==> src/rtl/pwm_ramp_ctrl.sv <==
// pwm_ramp_ctrl: sequencing controller in front of a PWM generator.
// It takes target-duty commands over a valid/ready handshake. Duty changes only on frame wraps,
// where it ramps toward the target by a commanded step per frame. A frame-count watchdog and a
// level emergency stop force the output duty to zero.
//
// Ports:
//   clk, rst         system clock, asynchronous active-high reset
//   cfg_period       frame length minus 1, loaded on command accept in IDLE
//   cmd_valid/ready  command handshake (ready is combinational from state and estop)
//   cmd_duty         target duty in high cycles per frame
//   cmd_step         duty change per frame (0 = jump to target at next wrap)
//   estop            level emergency stop
//   period_o, duty_o generator period/duty inputs
//   frame_tick       one-cycle pulse in the first cycle of each frame
//   busy, at_target  state is RAMP / HOLD
//   wdog_trip        sticky watchdog indication, cleared by an accepted command
module pwm_ramp_ctrl #(
  parameter int unsigned N           = 32,
  parameter int unsigned DEF_PERIOD  = 999,
  parameter int unsigned WDOG_FRAMES = 50
) (
  input  logic         clk,
  input  logic         rst,
  input  logic [N-1:0] cfg_period,
  input  logic         cmd_valid,
  output logic         cmd_ready,
  input  logic [N-1:0] cmd_duty,
  input  logic [N-1:0] cmd_step,
  input  logic         estop,
  output logic [N-1:0] period_o,
  output logic [N-1:0] duty_o,
  output logic         frame_tick,
  output logic         busy,
  output logic         at_target,
  output logic         wdog_trip
);

  localparam logic [N-1:0] DefPeriod  = N'(DEF_PERIOD);
  localparam logic [31:0]  WdogFrames = 32'(WDOG_FRAMES);
  localparam bit           WdogEn     = (WDOG_FRAMES != 0);

  typedef enum logic [1:0] {StIdle, StRamp, StHold, StStop} state_e;

  state_e state_q, state_d;

  logic [N-1:0] fc_q, fc_d;
  logic [N-1:0] period_q, period_d;
  logic [N-1:0] duty_q, duty_d;
  logic [N-1:0] target_q, target_d;
  logic [N-1:0] step_q, step_d;
  logic [31:0]  wdog_cnt_q, wdog_cnt_d;
  logic         wdog_trip_q, wdog_trip_d;
  logic         frame_tick_q, frame_tick_d;
  logic         busy_q, busy_d;
  logic         at_target_q, at_target_d;

  // Event decode, in edge priority order: estop > watchdog > command > ramp.
  logic         wrap;
  logic         accept;
  logic         in_run;
  logic         wdog_fire;
  logic         take_cmd;
  logic         idle_load;
  logic         ramp_upd;

  assign wrap      = (fc_q == period_q);
  assign accept    = cmd_valid && cmd_ready;
  assign in_run    = (state_q == StRamp) || (state_q == StHold);
  assign wdog_fire = WdogEn && !estop && in_run && wrap && ((wdog_cnt_q + 32'd1) == WdogFrames);
  assign take_cmd  = accept && !wdog_fire;
  assign idle_load = take_cmd && (state_q == StIdle);
  assign ramp_upd  = !estop && !wdog_fire && !take_cmd && (state_q == StRamp) && wrap;

  // Target clamp against the period in force after this edge (new one on an IDLE accept).
  logic [N-1:0] eff_period;
  logic [N:0]   lim_x;
  logic [N-1:0] cmd_target;

  always_comb begin
    eff_period = idle_load ? cfg_period : period_q;
    lim_x      = {1'b0, eff_period} + {{N{1'b0}}, 1'b1};
    cmd_target = cmd_duty;
    if ({1'b0, cmd_duty} > lim_x) begin
      // lim_x is below cmd_duty here, so it fits in N bits.
      cmd_target = lim_x[N-1:0];
    end
  end

  // One ramp step toward target; N+1-bit arithmetic avoids wrap-around.
  logic [N:0]   sum_x;
  logic [N:0]   diff_x;
  logic [N-1:0] ramp_duty;

  always_comb begin
    sum_x     = {1'b0, duty_q} + {1'b0, step_q};
    diff_x    = {1'b0, duty_q} - {1'b0, target_q};
    ramp_duty = target_q;
    if (step_q != '0) begin
      if (duty_q < target_q) begin
        ramp_duty = (sum_x >= {1'b0, target_q}) ? target_q : sum_x[N-1:0];
      end else if (duty_q > target_q) begin
        ramp_duty = (diff_x <= {1'b0, step_q}) ? target_q : (duty_q - step_q);
      end
    end
  end

  // FSM: state register
  always_ff @(posedge clk or posedge rst) begin
    if (rst) begin
      state_q <= StIdle;
    end else begin
      state_q <= state_d;
    end
  end

  // FSM: next-state logic
  always_comb begin
    state_d = state_q;
    if (estop) begin
      state_d = StStop;
    end else if (state_q == StStop) begin
      state_d = StIdle;
    end else if (wdog_fire || take_cmd) begin
      state_d = StRamp;
    end else if (ramp_upd && (ramp_duty == target_q)) begin
      state_d = (target_q == '0) ? StIdle : StHold;
    end
  end

  // FSM: outputs (next values of the registered status flags, plus combinational ready)
  always_comb begin
    cmd_ready    = (state_q != StStop) && !estop;
    busy_d       = (state_d == StRamp);
    at_target_d  = (state_d == StHold);
    // An IDLE-accept restart of the frame counter is not a frame boundary.
    frame_tick_d = wrap && !idle_load;
  end

  // Datapath next-state
  always_comb begin
    fc_d        = wrap ? '0 : fc_q + {{(N-1){1'b0}}, 1'b1};
    period_d    = period_q;
    duty_d      = duty_q;
    target_d    = target_q;
    step_d      = step_q;
    wdog_cnt_d  = wdog_cnt_q;
    wdog_trip_d = wdog_trip_q;

    if (estop) begin
      duty_d     = '0;
      target_d   = '0;
      wdog_cnt_d = '0;
    end else if (wdog_fire) begin
      // Keep the step so the ramp-down rate follows the last command.
      target_d    = '0;
      wdog_cnt_d  = '0;
      wdog_trip_d = 1'b1;
    end else if (take_cmd) begin
      target_d    = cmd_target;
      step_d      = cmd_step;
      wdog_cnt_d  = '0;
      wdog_trip_d = 1'b0;
      if (idle_load) begin
        period_d = cfg_period;
        fc_d     = '0;
      end
    end else begin
      if (ramp_upd) begin
        duty_d = ramp_duty;
      end
      if (in_run && wrap) begin
        wdog_cnt_d = wdog_cnt_q + 32'd1;
      end
    end

    if ((state_d == StIdle) || (state_d == StStop)) begin
      wdog_cnt_d = '0;
    end
  end

  always_ff @(posedge clk or posedge rst) begin
    if (rst) begin
      fc_q         <= '0;
      period_q     <= DefPeriod;
      duty_q       <= '0;
      target_q     <= '0;
      step_q       <= '0;
      wdog_cnt_q   <= '0;
      wdog_trip_q  <= 1'b0;
      frame_tick_q <= 1'b0;
      busy_q       <= 1'b0;
      at_target_q  <= 1'b0;
    end else begin
      fc_q         <= fc_d;
      period_q     <= period_d;
      duty_q       <= duty_d;
      target_q     <= target_d;
      step_q       <= step_d;
      wdog_cnt_q   <= wdog_cnt_d;
      wdog_trip_q  <= wdog_trip_d;
      frame_tick_q <= frame_tick_d;
      busy_q       <= busy_d;
      at_target_q  <= at_target_d;
    end
  end

  assign period_o   = period_q;
  assign duty_o     = duty_q;
  assign frame_tick = frame_tick_q;
  assign busy       = busy_q;
  assign at_target  = at_target_q;
  assign wdog_trip  = wdog_trip_q;

endmodule
==> config.mk <==
export PLATFORM = sky130hd
export DESIGN_NAME = pwm_ramp_ctrl
export DESIGN_NICKNAME = d
export VERILOG_FILES = /design/src/rtl/pwm_ramp_ctrl.sv
export SDC_FILE = /design/constraint.sdc
export NUM_CORES = 1
export LEC_CHECK = 0
export ABC_AREA = 1
export CAP_MARGIN = 40
export CORE_AREA = 2 2 237 239
export CTS_BUF_LIST = sky130_fd_sc_hd__clkbuf_4
export CTS_CLUSTER_DIAMETER = 150
export DETAILED_ROUTE_END_ITERATION = 12
export DIE_AREA = 0 0 239 241
export GPL_TIMING_DRIVEN = 0
export SLEW_MARGIN = 20
export SYNTH_ARGS = -nofsm -noshare
export SYNTH_HDL_FRONTEND = slang
export SYNTH_SLANG_ARGS = --single-unit
==> constraint.sdc <==
create_clock -name clk -period 18.35 [get_ports clk]
set_clock_uncertainty 0.1 [all_clocks]
set_input_delay 1.835 -clock clk [delete_from_list [all_inputs] [get_ports clk]]
set_output_delay 1.835 -clock clk [all_outputs]
set_load 0.05 [all_outputs]
==> results.yml, run 1 <==
finish:
  layout_common_cells: "nand2_1, inv_1, nand3_1, nor2_1, ha_1"
  nNetsFinal: 3929
  final_common_cell: "nand2_1"
  stdcell_area_um2: 24800
  syn2layout_area_growth_pct: 13.8
  drive_gt1_share_pct: 3.13
critical_path:
  max_stage_delay_ps: 680
  worstPathMaxFanout: 10
  cpMaxStageDelayCell: "buf_1"
  cp.required_ps: 18970
  cp-start-kind: "register"
  endpoint_kind: "register"
  cp_common_cell: "nand2_1"
  worstSetupPathType: "reg -> reg"
  crit_arrival_ps: 10040
route:
  finalWirelength_mm: 93.2
  vias_per_cell: 5.48
  drt-pass1-iter-count: 8
  first_iter_violations: 1755
  vias: 23800
  ant_nets: 0
  drc: 0
  wl_per_cell_um: 21.4
placed_design:
  hpwl_mm: 77.8
  place.gp.congestion: 0.984
  place_area_um2: 24400
  post-place-ws_ps: 9030
  portBuffers: 168
sta:
  setup_tns_ps: 0
  finalCriticalPeriod_ps: 9420
  max_slew_margin_pct: 38.8
  fin_crit_sh_pct: 51.3
  worst_slew_pin_slew_ps: 909
  holdWs_ps: 407
  finalSetupViolations: 0
  fmax_mhz: 106
  report.final.hold_viol_count: 0
  setup_ws_ps: 8930
  rsz0062_at_grt: "no"
  slew_violations: 0
yosys:
  syn_inst: 3434
  post_synth.cell_area_avg_um2: 6.34
  yosysSeqAreaShare_pct: 22.8
  ys_ff_latch: 198
  synth_fp_nets: 3737
  async_flop_share_pct: 100
  synth-warning-count: 0
  ys_types: 57
  synth_area_um2: 21800
  synth-edff-count: 0
  synth_flop_cell: "dfrtp_1"
cts:
  cts-buffers-inserted: 17
  post_cts_buffers: 0
  cts_resized: 0
  cts_root_buf: "clkbuf_4"
  path_clk_slew_ps: 200
  clk_path_buf_depth: 2
  cts_sinks: 198
  ctsHoldBuffers: 0
  clock_latency_ps: 820
  h-tree-depth: 4
  cts_tree: "yes"
floorplanning:
  die_x_um: 239
  dieArea_um2: 57600
  core.rowCount: 86
  die_y_um: 241
  initial_utilization_pct: 39.7
  io_pins: 169
  core_um2: 54900
global_route:
  antenna_found_initial: 14
  grt_pass1_vias: 23100
  grt_max_degree: 71
  overflow: 0
  grt.total_usage_pct: 32.3
  grt_pass1_wl_mm: 138
status:
  outcome: "completed"
flow_run:
  maxCapViolCount: 0
pwr:
  peakVddDrop_v: 0.0000871
  seqPwrFrac_pct: 24.1
  cellLeakagePower_nw: 12.3
  netSwitchingFraction_pct: 56.7
  p_clk_share_pct: 10.9
  combPwrFrac_pct: 65.0
  p_int_mw: 1.09
  p_sw_mw: 1.43
  power_density_nw_per_um2: 102
hold_path:
  min_path_type: "reg -> reg"
## registers in the layout, indices dropped and copies added, names as in the netlist
name / flops
busy: 1
wdog_trip: 1
state_q: 2
period_o: 32
step_q: 32
frame_tick: 1
wdog_cnt_q: 32
duty_o: 32
at_target: 1
fc_q: 32
target_q: 32
## final timing paths
path	cells past startpoint	slack, ps	from	to
setup / recovery	43	8930	target_q[2]	wdog_cnt_q[1]
hold / removal	2	410	wdog_cnt_q[15]	wdog_cnt_q[15]
setup reg to reg	43	8930	target_q[2]	wdog_cnt_q[1]
hold reg to reg	2	410	wdog_cnt_q[15]	wdog_cnt_q[15]
max in group asynchronous	4	15660	rst	period_o[8]
min in group asynchronous	2	1370	rst	wdog_cnt_q[12]
## power by group through the flow
| stage | clock network [mW] | logic (mW) | registers, mW |
|---|---|---|---|
| 3_5_place_dp | 0 | 1.61 | 0.612 |
| 4_1_cts | 0.286 | 1.62 | 0.607 |
| 2_1_floorplan | 0 | 1.00 | 0.667 |
| 6_report | 0.274 | 1.64 | 0.609 |
| 5_1_grt | 0.301 | 1.81 | 0.619 |
| 3_3_place_gp | 0 | 1.61 | 0.616 |
## synth_stat cells, types with 25 or more instances
cell type	number	area, um2
xor2_1	109	955
nor3_1	40	200
clkbuf_1	96	360
a21oi_1	154	771
inv_1	410	1540
dfrtp_1	190	4750
o21ai_0	194	971
nand2_1	918	3450
nand3_1	395	1980
xnor2_1	33	289
nand3b_1	43	323
nor2_1	306	1150
ha_1	200	2500
nand4_1	132	826
nor4_1	25	156
## per-layer routing
metal,up-vias,share of wire [%],track usage [%]
met5,-,0.11,0
met4,16,6.8,20.9
met3,238,6.4,5.56
met2,864,47,54.1
met1,11000,40,38.2
li1,11700,-,-
## layout make-up
cell class                 instances  area [um2]
sequential                       198        4960
inverter                         422        1590
multi-input combinational       2688       14700
timing repair buffer             173        1770
tap                              704         881
antenna                            9        22.5
clock buffer                      18         135
fill                            5967       30100
clock inverter                    14         188
buffer                           126         538
## cells by family after synthesis
group                    share of synthesized area (%)
AND/OR/NAND/NOR                                   39.0
flip-flops                                        22.8
XOR/XNOR                                          5.71
adder cells (fa/ha/maj)                           11.8
multiplexers                                    0.0460
AO/OA/AOI/OAI                                     10.9
buffers and inverters                             9.75
## worst max-delay path, delay by kind of cell (launching register included)
| family | cells | cell delay, ps |
|---|---|---|
| fa+ha+maj | 3 | 1040 |
| flops | 1 | 520 |
| compound gates | 5 | 1400 |
| simple gates | 28 | 3960 |
| xor+xnor | 1 | 160 |
| buf+inv | 6 | 2150 |
## per-stage QoR
stage	total power, mW	instances	utilization (%)
after floorplan	1.67	3434	-
after global placement	2.23	4306	44.3
after detailed placement	2.23	4310	44.5
after CTS	2.51	4342	45.1
after global routing	2.73	4349	45.1
final	2.53	4352	45.1
Power figures use the tool's default switching activity.
==> run 2, diff against run 1 <==
==> constraint.sdc (replaced) <==
create_clock -name clk -period 8.47 [get_ports clk]
set_clock_uncertainty 0.1 [all_clocks]
set_input_delay 0.847 -clock clk [delete_from_list [all_inputs] [get_ports clk]]
set_output_delay 0.847 -clock clk [all_outputs]
set_load 0.05 [all_outputs]
==> run 2 against run 1 <==
  * The flow now finishes with violations (DRC)
  * Wire length rose by 0.11%
  * Clock-buffer cell count did not move
  * Combinational power rose by 120%
  * Critical path depth rose by 1
  * Final cell count rose by 0.23%
  * Worst setup slack got worse by 8600 ps
  * Fmax rose by 16%
  * Design area rose by 0.79%
  * Hold slack got worse by 52 ps
==> results.yml, run 2 (synthesis results as in run 1) <==
sta:
  worst_slew_pin_slew_ps: 909
  fin_crit_sh_pct: 96.3
  max_slew_margin_pct: 38.7
  fmax_mhz: 123
  holdWs_ps: 356
  slew_violations: 0
  finalSetupViolations: 0
  report.final.hold_viol_count: 0
  setup_ws_ps: 316
  finalCriticalPeriod_ps: 8150
route:
  ant_nets: 0
  wl_per_cell_um: 21.4
  vias_per_cell: 5.49
  drc: 2
  first_iter_violations: 1776
  vias: 23900
  finalWirelength_mm: 93.3
  drt-pass1-iter-count: 10
placed_design:
  hpwl_mm: 77.8
  portBuffers: 168
  place.gp.congestion: 0.984
  post-place-ws_ps: -853
  placed_cells: 4310
  place_area_um2: 24400
global_route:
  grt_pass1_vias: 23200
  antenna_found_initial: 14
  grt_pass1_wl_mm: 137
  grt_max_degree: 71
  overflow: 0
  grt.total_usage_pct: 32.2
finish:
  layout_common_cells: "nand2_1, inv_1, nand3_1, nor2_1, ha_1"
  multi_input_area_um2: 14800
  fillers: 5970
  drive_gt1_share_pct: 4.74
  seqCellArea_um2: 4970
  stdcell_count: 4362
  nNetsFinal: 3939
  stdcell_area_um2: 25000
  syn2layout_area_growth_pct: 14.7
  final_common_cell: "nand2_1"
floorplanning:
  initial_utilization_pct: 39.7
  core.rowCount: 86
  die_x_um: 239
  die_y_um: 241
  core_um2: 54900
  dieArea_um2: 57600
  io_pins: 169
critical_path:
  max_stage_delay_ps: 510
  cp_common_cell: "nand2_1"
  worstSetupPathType: "reg -> reg"
  cp.required_ps: 9090
  endpoint_kind: "register"
  rrSetupSlack_ps: 320
  cp-start-kind: "register"
  worstPathMaxFanout: 10
  cpMaxStageDelayCell: "dfrtp_2"
  crit_arrival_ps: 8770
pwr:
  power_density_nw_per_um2: 221
  peakVddDrop_v: 0.000189
  cellLeakagePower_nw: 12.4
  finalPower_mw: 5.52
status:
  outcome: "finished, violations left"
  violations: "DRC"
cts:
  clock_latency_ps: 830
  h-tree-depth: 4
  cts_root_buf: "clkbuf_4"
  path_clk_slew_ps: 200
  clk_path_buf_depth: 2
  cts_sinks: 198
  cts-buffers-inserted: 17
  cts_tree: "yes"
hold_path:
  min_path_type: "in -> async"
flow_run:
  maxCapViolCount: 0
[run 2: cell types whose count changed in the layout (fill, tap and decap cells not counted), sizes merged]
cell,delta
buf,+10
clkinvlp,+3
inv,-3
clkbuf,-1
nor2,+1
[run 2: layer usage]
layer / vias to the layer above / GRT usage [%] / share of wire (%)
met4: 18 / 22.0 / 7.5
met5: - / 0 / 0.13
li1: 11800 / - / -
met2: 878 / 53.7 / 46
met1: 11000 / 38.0 / 40
met3: 261 / 5.81 / 6.2
[run 2: final timing paths]
check                           cells past startpoint              to           start
worst max-delay path                               44  wdog_cnt_q[22]     target_q[3]
worst min-delay path                                2  wdog_cnt_q[30]             rst
worst max register to register                     44  wdog_cnt_q[22]     target_q[3]
worst min register to register                      2  wdog_cnt_q[15]  wdog_cnt_q[15]
max in group asynchronous                           4     period_o[8]             rst
min in group clk                                    2  wdog_cnt_q[15]  wdog_cnt_q[15]
[run 2: critical path: cells and delay by family (launching register included)]
family / cells / cell delay [ps]
AO/OA/AOI/OAI: 10 / 1850
AND/OR/NAND/NOR: 24 / 3110
flip-flops: 1 / 510
XOR/XNOR: 1 / 170
buffers and inverters: 6 / 1220
adder cells (fa/ha/maj): 3 / 1050
[run 2: repair_timing]
| item | CTS | global route |
|---|---|---|
| hold buffers | 0 | 0 |
| setup buffers | 0 | 9 |
| gates cloned | 0 | 1 |
| gates resized for setup | 20 | 49 |
| setup endpoints to repair | 32 | 62 |
| pin swaps | 1 | 3 |
[run 2: stage by stage]
stage | utilization [%] | setup TNS (ps)
final | 45.5 | 0
after global routing | 45.5 | -12.3
after CTS | 45.2 | 0
after detailed placement | 44.5 | -19310
after global placement | 44.3 | -194800
after floorplan | - | 0
[run 2: area by class of cell]
class                   count  area share [%]
clock inverters            14           0.752
repair buffers            182            7.35
clock buffers              18           0.541
multi-input cells        2689            59.1
plain buffers             126            2.29
diodes                      9          0.0902
flip-flops and latches    198            19.9
inverters                 422            6.42
well taps                 704            3.53
[run 2: where the power goes]
group | internal [mW] | switching (mW) | total, mW | leakage (nW)
Combinational | 1.14 | 2.46 | 3.60 | 9.65
Clock | 0.149 | 0.452 | 0.601 | 0.169
Sequential | 1.11 | 0.216 | 1.32 | 2.61
Total | 2.39 | 3.12 | 5.52 | 12.4
==> run 3, diff against run 2 <==
--- a/config.mk
+++ b/config.mk
@@ -12,6 +12,7 @@
 export CTS_CLUSTER_DIAMETER = 150
 export DETAILED_ROUTE_END_ITERATION = 12
 export DIE_AREA = 0 0 239 241
+export DONT_BUFFER_PORTS = 1
 export GPL_TIMING_DRIVEN = 0
 export SLEW_MARGIN = 20
 export SYNTH_ARGS = -nofsm -noshare
==> run 3 against run 2 <==
  * First-iteration DRC count rose by 9.4%
  * Sequential power rose by 14%
  * Clock-buffer cell count fell by 1
  * Sequential share of layout area rose by 1.2 points
  * Flip-flop and latch count did not move
  * Critical path type unchanged
  * Utilization fell by 2.5 points
  * Global-route usage fell by 0.94 points
  * Hold slack got worse by 330 ps
  * Clock power rose by 3.5%
  * Die area did not move
  * The run now ends clean
  * Design area fell by 5.6%
==> results.yml, run 3 (synthesis results as in run 1) <==
hold_path:
  min_path_type: "in -> reg"
critical_path:
  crit_end: "wdog_cnt_q[19]"
  worstPathMaxFanout: 10
  cpMaxStageDelayCell: "dfrtp_1"
  cp-start-kind: "register"
  crit_arrival_ps: 8840
  cp_common_cell: "nand2_1"
  r2r_start: "target_q[12]"
  ff2ff_path_depth: 40
  max_stage_delay_ps: 500
  timing.rr.end: "wdog_cnt_q[19]"
  cp.required_ps: 9120
  startpoint: "target_q[12]"
  endpoint_kind: "register"
  worstSetupPathType: "reg -> reg"
  rrSetupSlack_ps: 280
placed_design:
  place.gp.congestion: 1.03
  portBuffers: 0
  place_area_um2: 22700
  post-place-ws_ps: -802
  hpwl_mm: 74.7
route:
  drc: 0
  drt-pass1-iter-count: 6
  wl_per_cell_um: 21.5
  finalWirelength_mm: 90.7
  vias: 23400
  first_iter_violations: 1943
  ant_nets: 0
  vias_per_cell: 5.55
cts:
  cts_sinks: 198
  clock_latency_ps: 870
  cts_tree: "yes"
  cts_root_buf: "clkbuf_4"
  h-tree-depth: 4
  cts-buffers-inserted: 17
  path_clk_slew_ps: 200
  clk_path_buf_depth: 2
global_route:
  grt_pass1_vias: 22700
  antenna_found_initial: 4
  overflow: 0
  grt.total_usage_pct: 31.3
  grt_max_degree: 103
  grt_pass1_wl_mm: 135
floorplanning:
  die_y_um: 241
  die_x_um: 239
  dieArea_um2: 57600
  core.rowCount: 86
  initial_utilization_pct: 39.7
  io_pins: 169
  core_um2: 54900
finish:
  stdcell_area_um2: 23600
  final_util_pct: 43.0
  final_common_cell: "nand2_1"
  nNetsFinal: 3799
  fillers: 6072
  drive_gt1_share_pct: 4.67
  syn2layout_area_growth_pct: 8.26
  layout_common_cells: "nand2_1, inv_1, nand3_1, nor2_1, ha_1"
status:
  outcome: "completed"
sta:
  slew_violations: 0
  report.final.hold_viol_count: 0
  fin_crit_sh_pct: 96.7
  max_slew_margin_pct: 40.2
  fmax_mhz: 122
  setup_ws_ps: 278
  worst_slew_pin_slew_ps: 888
  finalCriticalPeriod_ps: 8190
  finalSetupViolations: 0
pwr:
  cellLeakagePower_nw: 11.9
  power_density_nw_per_um2: 228
  peakVddDrop_v: 0.000184
flow_run:
  maxCapViolCount: 0
-- run 3: report_power, final --
group	total [mW]	switching [mW]	internal, mW	leakage (nW)
clock network	0.622	0.428	0.194	0.176
registers	1.51	0.408	1.10	2.60
logic	3.25	2.23	1.02	9.13
total	5.38	3.07	2.32	11.9
-- run 3: routing by layer --
| metal | vias to the layer above | part of all wire, % | global-route usage (%) | routed length [um] |
|---|---|---|---|---|
| li1 | 11500 | - | - | - |
| met1 | 10900 | 41 | 37.4 | 37200 |
| met2 | 862 | 46 | 52.9 | 42000 |
| met3 | 224 | 7.1 | 6.57 | 6450 |
| met4 | 0 | 5.6 | 16.7 | 5070 |
| met5 | - | 0 | 0 | 0 |
-- run 3: metrics by stage --
| stage | total power, mW | hold slack [ps] | std cells | TNS, ps |
|---|---|---|---|---|
| after detailed placement | 4.64 | 402 | 4145 | -18480 |
| after CTS | 5.29 | 0.119 | 4209 | 0 |
| after floorplan | 3.61 | 352 | 3434 | 0 |
| after global routing | 5.79 | 9.35 | 4219 | -56.3 |
| final | 5.38 | 29.3 | 4220 | 0 |
| after global placement | 4.63 | 369 | 4138 | -67110 |
-- run 3: critical path: cells and delay by family, from the launching register on --
family                   cells  cell delay [ps]
AO/OA/AOI/OAI                9             1960
XOR/XNOR                     1              180
adder cells (fa/ha/maj)      3             1140
buffers and inverters        9             1650
flip-flops                   1              500
AND/OR/NAND/NOR             18             2510
-- run 3: area by class of cell --
type	instances	area (um2)	share of cell area, %
antenna	7	17.5	0.0743
buffer	126	567	2.40
clock buffer	17	128	0.541
clock inverter	15	204	0.865
inverter	422	1600	6.77
multi-input combinational	2688	14800	62.6
sequential	198	4980	21.1
tap	704	881	3.74
timing repair buffer	43	437	1.85
-- run 3: worst min path at each step --
stage	from	to	slack, ps	cells after the start
3_3_place_gp	wdog_cnt_q[15]	wdog_cnt_q[15]	370	2
4_1_cts	cmd_step[26]	step_q[26]	0.1	2
2_1_floorplan	wdog_cnt_q[15]	wdog_cnt_q[15]	350	2
5_1_grt	cmd_step[5]	step_q[5]	9	2
6_report	cmd_step[10]	step_q[10]	30	2
3_5_place_dp	fc_q[0]	fc_q[0]	400	1
-- run 3: repair_timing --
| action | 4_1_cts | 5_1_grt |
|---|---|---|
| setup endpoints to repair | 32 | 60 |
| gates resized for setup | 19 | 43 |
| endpoints found under the hold margin | 125 | 0 |
| pin swaps | 0 | 2 |
| setup buffers | 0 | 4 |
| cloned | 0 | 0 |
| hold buffers | 32 | 0 |
